**config.mk**
```make
export PLATFORM = sky130hd
export DESIGN_NAME = subbytes_scheduler
export DESIGN_NICKNAME = d
export VERILOG_FILES = /design/src/rtl/aes_pkg.sv /design/src/rtl/sbox_word.sv /design/src/rtl/subbytes_scheduler.sv
export SDC_FILE = /design/constraint.sdc
export NUM_CORES = 2
export LEC_CHECK = 0
export BUFFER_PORTS_ARGS = -buffer_cell sky130_fd_sc_hd__buf_2
export CORE_ASPECT_RATIO = 0.7
export CORE_MARGIN = 2
export CORE_UTILIZATION = 44
export DETAILED_ROUTE_END_ITERATION = 8
export GPL_TIMING_DRIVEN = 0
export PLACE_DENSITY = 0.61
export SYNTH_ARGS = -nofsm -noshare
export SYNTH_HDL_FRONTEND = slang
export SYNTH_HIERARCHICAL = 1
export SYNTH_SLANG_ARGS = --single-unit
```
**constraint.sdc**
```tcl
create_clock -name clk -period 19.7 [get_ports clk]
set_input_delay 0.985 -clock clk [delete_from_list [all_inputs] [get_ports clk]]
set_output_delay 0.985 -clock clk [all_outputs]
set_load 0.1 [all_outputs]
```
**src/rtl/aes_pkg.sv**
```systemverilog
// ---------------------------------------------------------------------------
// aes_pkg
// Shared definitions for the time-multiplexed S-box scheduler:
//   WORD_W / STATE_W    - SubWord and state widths
//   ARB_FIXED_KS/ARB_RR - arbitration mode encodings for ARB_MODE
//   state_e             - scheduler FSM states
//   sbox()              - AES forward S-box for one byte
// ---------------------------------------------------------------------------
package aes_pkg;

    localparam int unsigned WORD_W       = 32;
    localparam int unsigned STATE_W      = 128;
    localparam int unsigned ARB_FIXED_KS = 0;
    localparam int unsigned ARB_RR       = 1;

    typedef enum logic [1:0] {
        IDLE   = 2'd0,
        ST_RUN = 2'd1,
        KS_RUN = 2'd2
    } state_e;

    // GF(2^8) multiply modulo x^8 + x^4 + x^3 + x + 1.
    function automatic logic [7:0] gf_mul(input logic [7:0] a, input logic [7:0] b);
        logic [7:0] p;
        logic [7:0] aa;
        p  = '0;
        aa = a;
        for (int unsigned i = 0; i < 8; i++) begin
            if (b[i]) begin
                p = p ^ aa;
            end
            aa = {aa[6:0], 1'b0} ^ (aa[7] ? 8'h1b : 8'h00);
        end
        return p;
    endfunction

    // S-box = affine(x^254). The square-and-multiply chain accumulates
    // x^2 * x^4 * ... * x^128 = x^254, which is the inverse (0 maps to 0).
    function automatic logic [7:0] sbox(input logic [7:0] x);
        logic [7:0] sq;
        logic [7:0] inv;
        sq  = x;
        inv = 8'h01;
        for (int unsigned i = 1; i < 8; i++) begin
            sq  = gf_mul(sq, sq);
            inv = gf_mul(inv, sq);
        end
        return inv
             ^ {inv[6:0], inv[7]}
             ^ {inv[5:0], inv[7:6]}
             ^ {inv[4:0], inv[7:5]}
             ^ {inv[3:0], inv[7:4]}
             ^ 8'h63;
    endfunction

endpackage

```
**src/rtl/sbox_word.sv**
```systemverilog
// ---------------------------------------------------------------------------
// sbox_word
// SubWord unit: four byte-wise S-boxes, purely combinational.
//   word_i [31:0] - input word
//   word_o [31:0] - SubWord(word_i), byte lanes kept in place
// ---------------------------------------------------------------------------
module sbox_word
    import aes_pkg::*;
(
    input  logic [WORD_W-1:0] word_i,
    output logic [WORD_W-1:0] word_o
);

    for (genvar g = 0; g < 4; g++) begin : g_lane
        assign word_o[8*g +: 8] = sbox(word_i[8*g +: 8]);
    end

endmodule

```
**src/rtl/subbytes_scheduler.sv**
```systemverilog
// ---------------------------------------------------------------------------
// subbytes_scheduler
// Shares one SubWord unit between 128-bit SubBytes requests (one column per
// cycle, four cycles) and 32-bit key-expansion SubWord requests (one cycle).
//   ARB_MODE        - 0: key schedule wins ties, 1: round-robin on ties
//   clk, rst_n      - clock, asynchronous active-low reset
//   st_req_valid/st_req_ready, st_in[127:0]  - state request
//   st_rsp_valid, st_out[127:0]              - state result pulse / data
//   ks_req_valid/ks_req_ready, ks_in[31:0]   - key-expansion request
//   ks_rsp_valid, ks_out[31:0]               - key result pulse / data
//   busy            - FSM not in IDLE
// ---------------------------------------------------------------------------
module subbytes_scheduler
    import aes_pkg::*;
#(
    parameter int unsigned ARB_MODE = ARB_FIXED_KS
) (
    input  logic               clk,
    input  logic               rst_n,
    input  logic               st_req_valid,
    output logic               st_req_ready,
    input  logic [STATE_W-1:0] st_in,
    output logic               st_rsp_valid,
    output logic [STATE_W-1:0] st_out,
    input  logic               ks_req_valid,
    output logic               ks_req_ready,
    input  logic [WORD_W-1:0]  ks_in,
    output logic               ks_rsp_valid,
    output logic [WORD_W-1:0]  ks_out,
    output logic               busy
);

    state_e               state_q, state_d;
    logic [1:0]           col_q, col_d;
    logic                 last_ks_q, last_ks_d;   // 1: ks served last
    logic [STATE_W-1:0]   st_cap_q, st_cap_d;
    logic [WORD_W-1:0]    ks_cap_q, ks_cap_d;
    logic [95:0]          buf_q, buf_d;
    logic [STATE_W-1:0]   st_out_q, st_out_d;
    logic [WORD_W-1:0]    ks_out_q, ks_out_d;
    logic                 st_rsp_q, st_rsp_d;
    logic                 ks_rsp_q, ks_rsp_d;

    logic                 grant_st, grant_ks;
    logic                 st_acc, ks_acc;
    logic [WORD_W-1:0]    sb_in, sb_out;

    sbox_word u_sbox_word (
        .word_i (sb_in),
        .word_o (sb_out)
    );

    // Arbitration on the raw valids; only meaningful while IDLE.
    always_comb begin
        grant_st = 1'b0;
        grant_ks = 1'b0;
        if (st_req_valid && ks_req_valid) begin
            if (ARB_MODE == ARB_RR && last_ks_q) begin
                grant_st = 1'b1;
            end else begin
                grant_ks = 1'b1;
            end
        end else begin
            grant_st = st_req_valid;
            grant_ks = ks_req_valid;
        end
    end

    // ---------------- FSM: state register ----------------
    always_ff @(posedge clk or negedge rst_n) begin
        if (!rst_n) begin
            state_q <= IDLE;
            col_q   <= '0;
        end else begin
            state_q <= state_d;
            col_q   <= col_d;
        end
    end

    // ---------------- FSM: next state ----------------
    always_comb begin
        state_d = state_q;
        col_d   = col_q;
        unique case (state_q)
            IDLE: begin
                if (ks_acc) begin
                    state_d = KS_RUN;
                end else if (st_acc) begin
                    state_d = ST_RUN;
                    col_d   = '0;
                end
            end
            ST_RUN: begin
                col_d = col_q + 2'd1;
                if (col_q == 2'd3) begin
                    state_d = IDLE;
                end
            end
            KS_RUN:  state_d = IDLE;
            default: state_d = IDLE;
        endcase
    end

    // ---------------- FSM: outputs ----------------
    // Ready is gated by rst_n so both readies read 0 while reset is held.
    always_comb begin
        st_req_ready = rst_n && (state_q == IDLE) && grant_st;
        ks_req_ready = rst_n && (state_q == IDLE) && grant_ks;
        busy         = (state_q != IDLE);
        sb_in        = '0;
        unique case (state_q)
            KS_RUN: sb_in = ks_cap_q;
            ST_RUN: begin
                unique case (col_q)
                    2'd0:    sb_in = st_cap_q[127:96];
                    2'd1:    sb_in = st_cap_q[95:64];
                    2'd2:    sb_in = st_cap_q[63:32];
                    default: sb_in = st_cap_q[31:0];
                endcase
            end
            default: sb_in = '0;
        endcase
    end

    assign st_acc = st_req_valid && st_req_ready;
    assign ks_acc = ks_req_valid && ks_req_ready;

    // ---------------- Datapath ----------------
    always_comb begin
        st_cap_d  = st_cap_q;
        ks_cap_d  = ks_cap_q;
        buf_d     = buf_q;
        st_out_d  = st_out_q;
        ks_out_d  = ks_out_q;
        last_ks_d = last_ks_q;
        st_rsp_d  = 1'b0;
        ks_rsp_d  = 1'b0;

        if (st_acc) begin
            st_cap_d  = st_in;
            last_ks_d = 1'b0;
        end
        if (ks_acc) begin
            ks_cap_d  = ks_in;
            last_ks_d = 1'b1;
        end

        if (state_q == KS_RUN) begin
            ks_out_d = sb_out;
            ks_rsp_d = 1'b1;
        end

        if (state_q == ST_RUN) begin
            unique case (col_q)
                2'd0: buf_d[95:64] = sb_out;
                2'd1: buf_d[63:32] = sb_out;
                2'd2: buf_d[31:0]  = sb_out;
                default: begin
                    st_out_d = {buf_q, sb_out};
                    st_rsp_d = 1'b1;
                end
            endcase
        end
    end

    always_ff @(posedge clk or negedge rst_n) begin
        if (!rst_n) begin
            st_cap_q  <= '0;
            ks_cap_q  <= '0;
            buf_q     <= '0;
            st_out_q  <= '0;
            ks_out_q  <= '0;
            last_ks_q <= 1'b0;
            st_rsp_q  <= 1'b0;
            ks_rsp_q  <= 1'b0;
        end else begin
            st_cap_q  <= st_cap_d;
            ks_cap_q  <= ks_cap_d;
            buf_q     <= buf_d;
            st_out_q  <= st_out_d;
            ks_out_q  <= ks_out_d;
            last_ks_q <= last_ks_d;
            st_rsp_q  <= st_rsp_d;
            ks_rsp_q  <= ks_rsp_d;
        end
    end

    assign st_out       = st_out_q;
    assign ks_out       = ks_out_q;
    assign st_rsp_valid = st_rsp_q;
    assign ks_rsp_valid = ks_rsp_q;

endmodule

```
==> flow_summary_export.csv <==
group,metric,value,unit
critical_path,path_class,"reg -> reg",
grt,antenna_found_initial,8,
clock_network,clock-root-buffer,"clkbuf_16",
outcome,status,"finished clean",
place,place_inst,11570,
yosys,synth_seq_cells,422,
layout,final_nets,9606,
critical_path,crit_path_top_delay_cell,"xnor3_1",
floorplan,chipHeight,347.9,µm
floorplan,rows,126,
place,place_congestion,0.9622,
floorplan,start_util,44.20,%
sta,fin_skew,56.59,ps
clock_network,cts_buffers,45,
clock_network,clkSlewWorstSetupHoldPaths,60,ps
critical_path,r2r_cells,71,
route,drc,0,
yosys,synth_cell_type_count,127,
floorplan,die_w,495.3,µm
grt,grt_max_degree,131,
critical_path,cp.arrival,19360,ps
sta,hold_viol,0,
route,via_per_inst,6.000,
floorplan,core,168200,µm²
layout,area_delta_synth_final,10.73,%
critical_path,cp.required,20140,ps
clock_network,clk_path_buf_depth,3,
critical_path,rrSetupSlack,780,ps
sta,setup_viol,0,
critical_path,critPathLaunchType,"register",
critical_path,r2r-end,"buf_q[77]",
flow_run,max-cap-violations,0,
clock_network,cts_tree,"built",
place,hpwl,191.3,mm
sta,finalCritPeriodShare,96.03,%
route,drtPass1Iterations,6,
floorplan,io_pins,329,
sta,timing.slew.headroom,4.966,%
yosys,synth-edff-count,0,
sta,fin_crit,18920,ps
place,port_buffers,328,
grt,overflow,0,
route,wire_per_inst,21.14,µm
grt,grt_pass1_vias,65730,
grt,grt_pass1_wl,385.2,mm
critical_path,endpoint_kind,"register",
sta,finalMaxSlewViolations,0,
grt,track_usage,27.45,%
critical_path,r2r_start,"col_q[0]",
sta,clock.fmax,52.86,MHz
layout,layout.cells.non_filler,11690,
critical_path,worstPathMaxFanout,19,
route,drt-total-wl,247.1,mm
yosys,yosys_warnings,6,
floorplan,dieArea,172300,µm²
sta,worstMarginPinSlew,1415,ps
sta,setup_tns,0,ps
route,first_iter_violations,8157,
critical_path,cp_num_buf_inv,17,
yosys,synthCells,9000,
clock_network,clk_latency,610,ps
critical_path,critPathMaxStageDelay,540,ps
critical_path,cp_top_family,"XOR/XNOR gates",
yosys,yosysSeqAreaShare,14.20,%
yosys,syn_nets,9199,
route,vias,70120,
yosys,netlist_area,74350,µm²
worst_hold_path,hp-class,"in -> async",
yosys,avgSynthCellArea,8.261,µm²
yosys,ys.flop_type,"dfrtp_1",
yosys,synth-async-reset-ratio,100.0,%
route,detail-route-antenna-nets,0,
clock_network,cts_hold_buf,0,
layout,drive_gt1_share,17.75,%
clock_network,cts.sinks,422,
clock_network,h-tree-depth,2,
## cell type report
type | count | area, µm²
diodes | 7 | 17.52
plain buffers | 609 | 2899
clock buffers | 66 | 1336
clock inverters | 14 | 160.2
fillers | 16160 | 85880
inverters | 134 | 514.2
multi-input cells | 7830 | 62000
flip-flops and latches | 422 | 10560
well taps | 2240 | 2803
repair buffers | 365 | 2039
## kinds of logic after synthesis
family | after synthesis | share of synthesized area, %
and+or+nand+nor | 2915 | 17.42
xor gates and xnor gates | 2433 | 37.23
AOI/OAI and AO/OA | 1742 | 15.71
buffers and inverters | 748 | 4.517
muxes | 698 | 10.23
DFF | 422 | 14.20
adders and majority gates | 42 | 0.6832
## flip-flops by register name, summed over array words and instances (netlist names)
name and cells:
st_cap_q 128, st_out 128, buf_q 96, ks_cap_q 32
ks_out 32, col_q 2, state_q 2, ks_rsp_valid 1
st_rsp_valid 1
## placed cells by master (no fill, tap or decap), drive strengths merged, types with 38 or more instances in the layout
master  Yosys  routed
a21oi     395     395
a211oi     92      92
mux2      471     471
and3       44      44
xnor3     295     295
nand4      63      63
dfrtp     422     422
a22oi      46      46
nand2b     49      49
nand3     254     254
xor2      445     445
nand2     812     812
clkbuf    341     406
and2       65      65
o22ai     127     127
a22o       45      45
o21ai     380     380
mux2i     226     226
nor4       41      41
nor2     1157    1157
o211ai     80      80
a31oi      88      88
xor3       45      45
inv       124     130
nor2b      49      49
xnor2    1648    1648
nor3      241     241
buf       273     634
o31ai      38      38
## worst max-delay path by stage
stage | depth (start not counted) | endpoint | from | slack, ps
floorplan | 73 | ks_out[12] | col_q[0] | 3250
global placement | 70 | buf_q[10] | state_q[0] | -2500
detailed placement | 70 | buf_q[72] | state_q[0] | -2600
CTS | 65 | buf_q[48] | col_q[0] | 20
global route | 68 | buf_q[37] | col_q[0] | -120
finish | 71 | buf_q[77] | col_q[0] | 780
## metrics by stage
| stage | cell area [µm²] | util, % | setup slack (ps) | hold WS (ps) |
|---|---|---|---|---|
| finish | 82330 | 48.94 | 782.0 | 414.0 |
| global route | 82330 | 48.94 | -119.1 | 454.2 |
| CTS | 81040 | 48.18 | 24.80 | 416.1 |
| detailed placement | 78900 | 46.91 | -2603 | 487.1 |
| global placement | 78790 | 46.84 | -2500 | 480.4 |
| floorplan | 74350 | - | 3251 | 473.6 |
## worst reg2reg max path: cells and delay by family (launching register included)
family          cells  cell delay [ps]
compound gates     10             2550
xor+xnor           26             7740
fa+ha+maj           5             1630
buf+inv            17             3940
flops               1              420
mux                 3              820
simple gates       10             1680
## layer usage
layer | GRT usage, % | wire length, µm | vias to the layer above
met2 | 40.39 | 104600 | 3260
li1 | - | - | 32340
met1 | 42.40 | 116000 | 34290
met3 | 3.400 | 21830 | 232
met5 | 0.1401 | 31 | -
met4 | 5.581 | 4654 | 2
## repair_timing
item | in CTS | in global routing
pin swaps | 3 | 27
resized for setup | 98 | 193
setup buffers | 1 | 33
setup endpoints to repair | 160 | 160
## cell usage after synthesis (all sizes together) (35+ instances only)
library cell	n	area, µm²
a21o	36	270.3
nor2b	49	306.5
buf	273	1544
nor3	241	1227
ha	35	437.9
a211oi	92	730.7
a222oi	37	370.4
o211ai	80	610.6
xnor3	295	6684
a22oi	46	355.3
a21oi	395	1992
nand4	63	394.1
xnor2	1648	15600
inv	124	465.4
nand2	812	3053
xor3	45	1080
nand3	254	1286
and3	44	275.3
nand2b	49	306.5
mux2	471	5304
clkbuf	341	1311
xor2	445	4314
o22ai	127	800.8
nor2	1157	4360
mux2i	226	2282
nor4	41	294.0
a31oi	88	550.5
dfrtp	422	10560
o31ai	38	285.3
a22o	45	394.1
o21ai	380	1917
and2	65	406.6
Power is not shown: default switching activity piles up to over one toggle a cycle in this logic, so the estimate is an artifact.
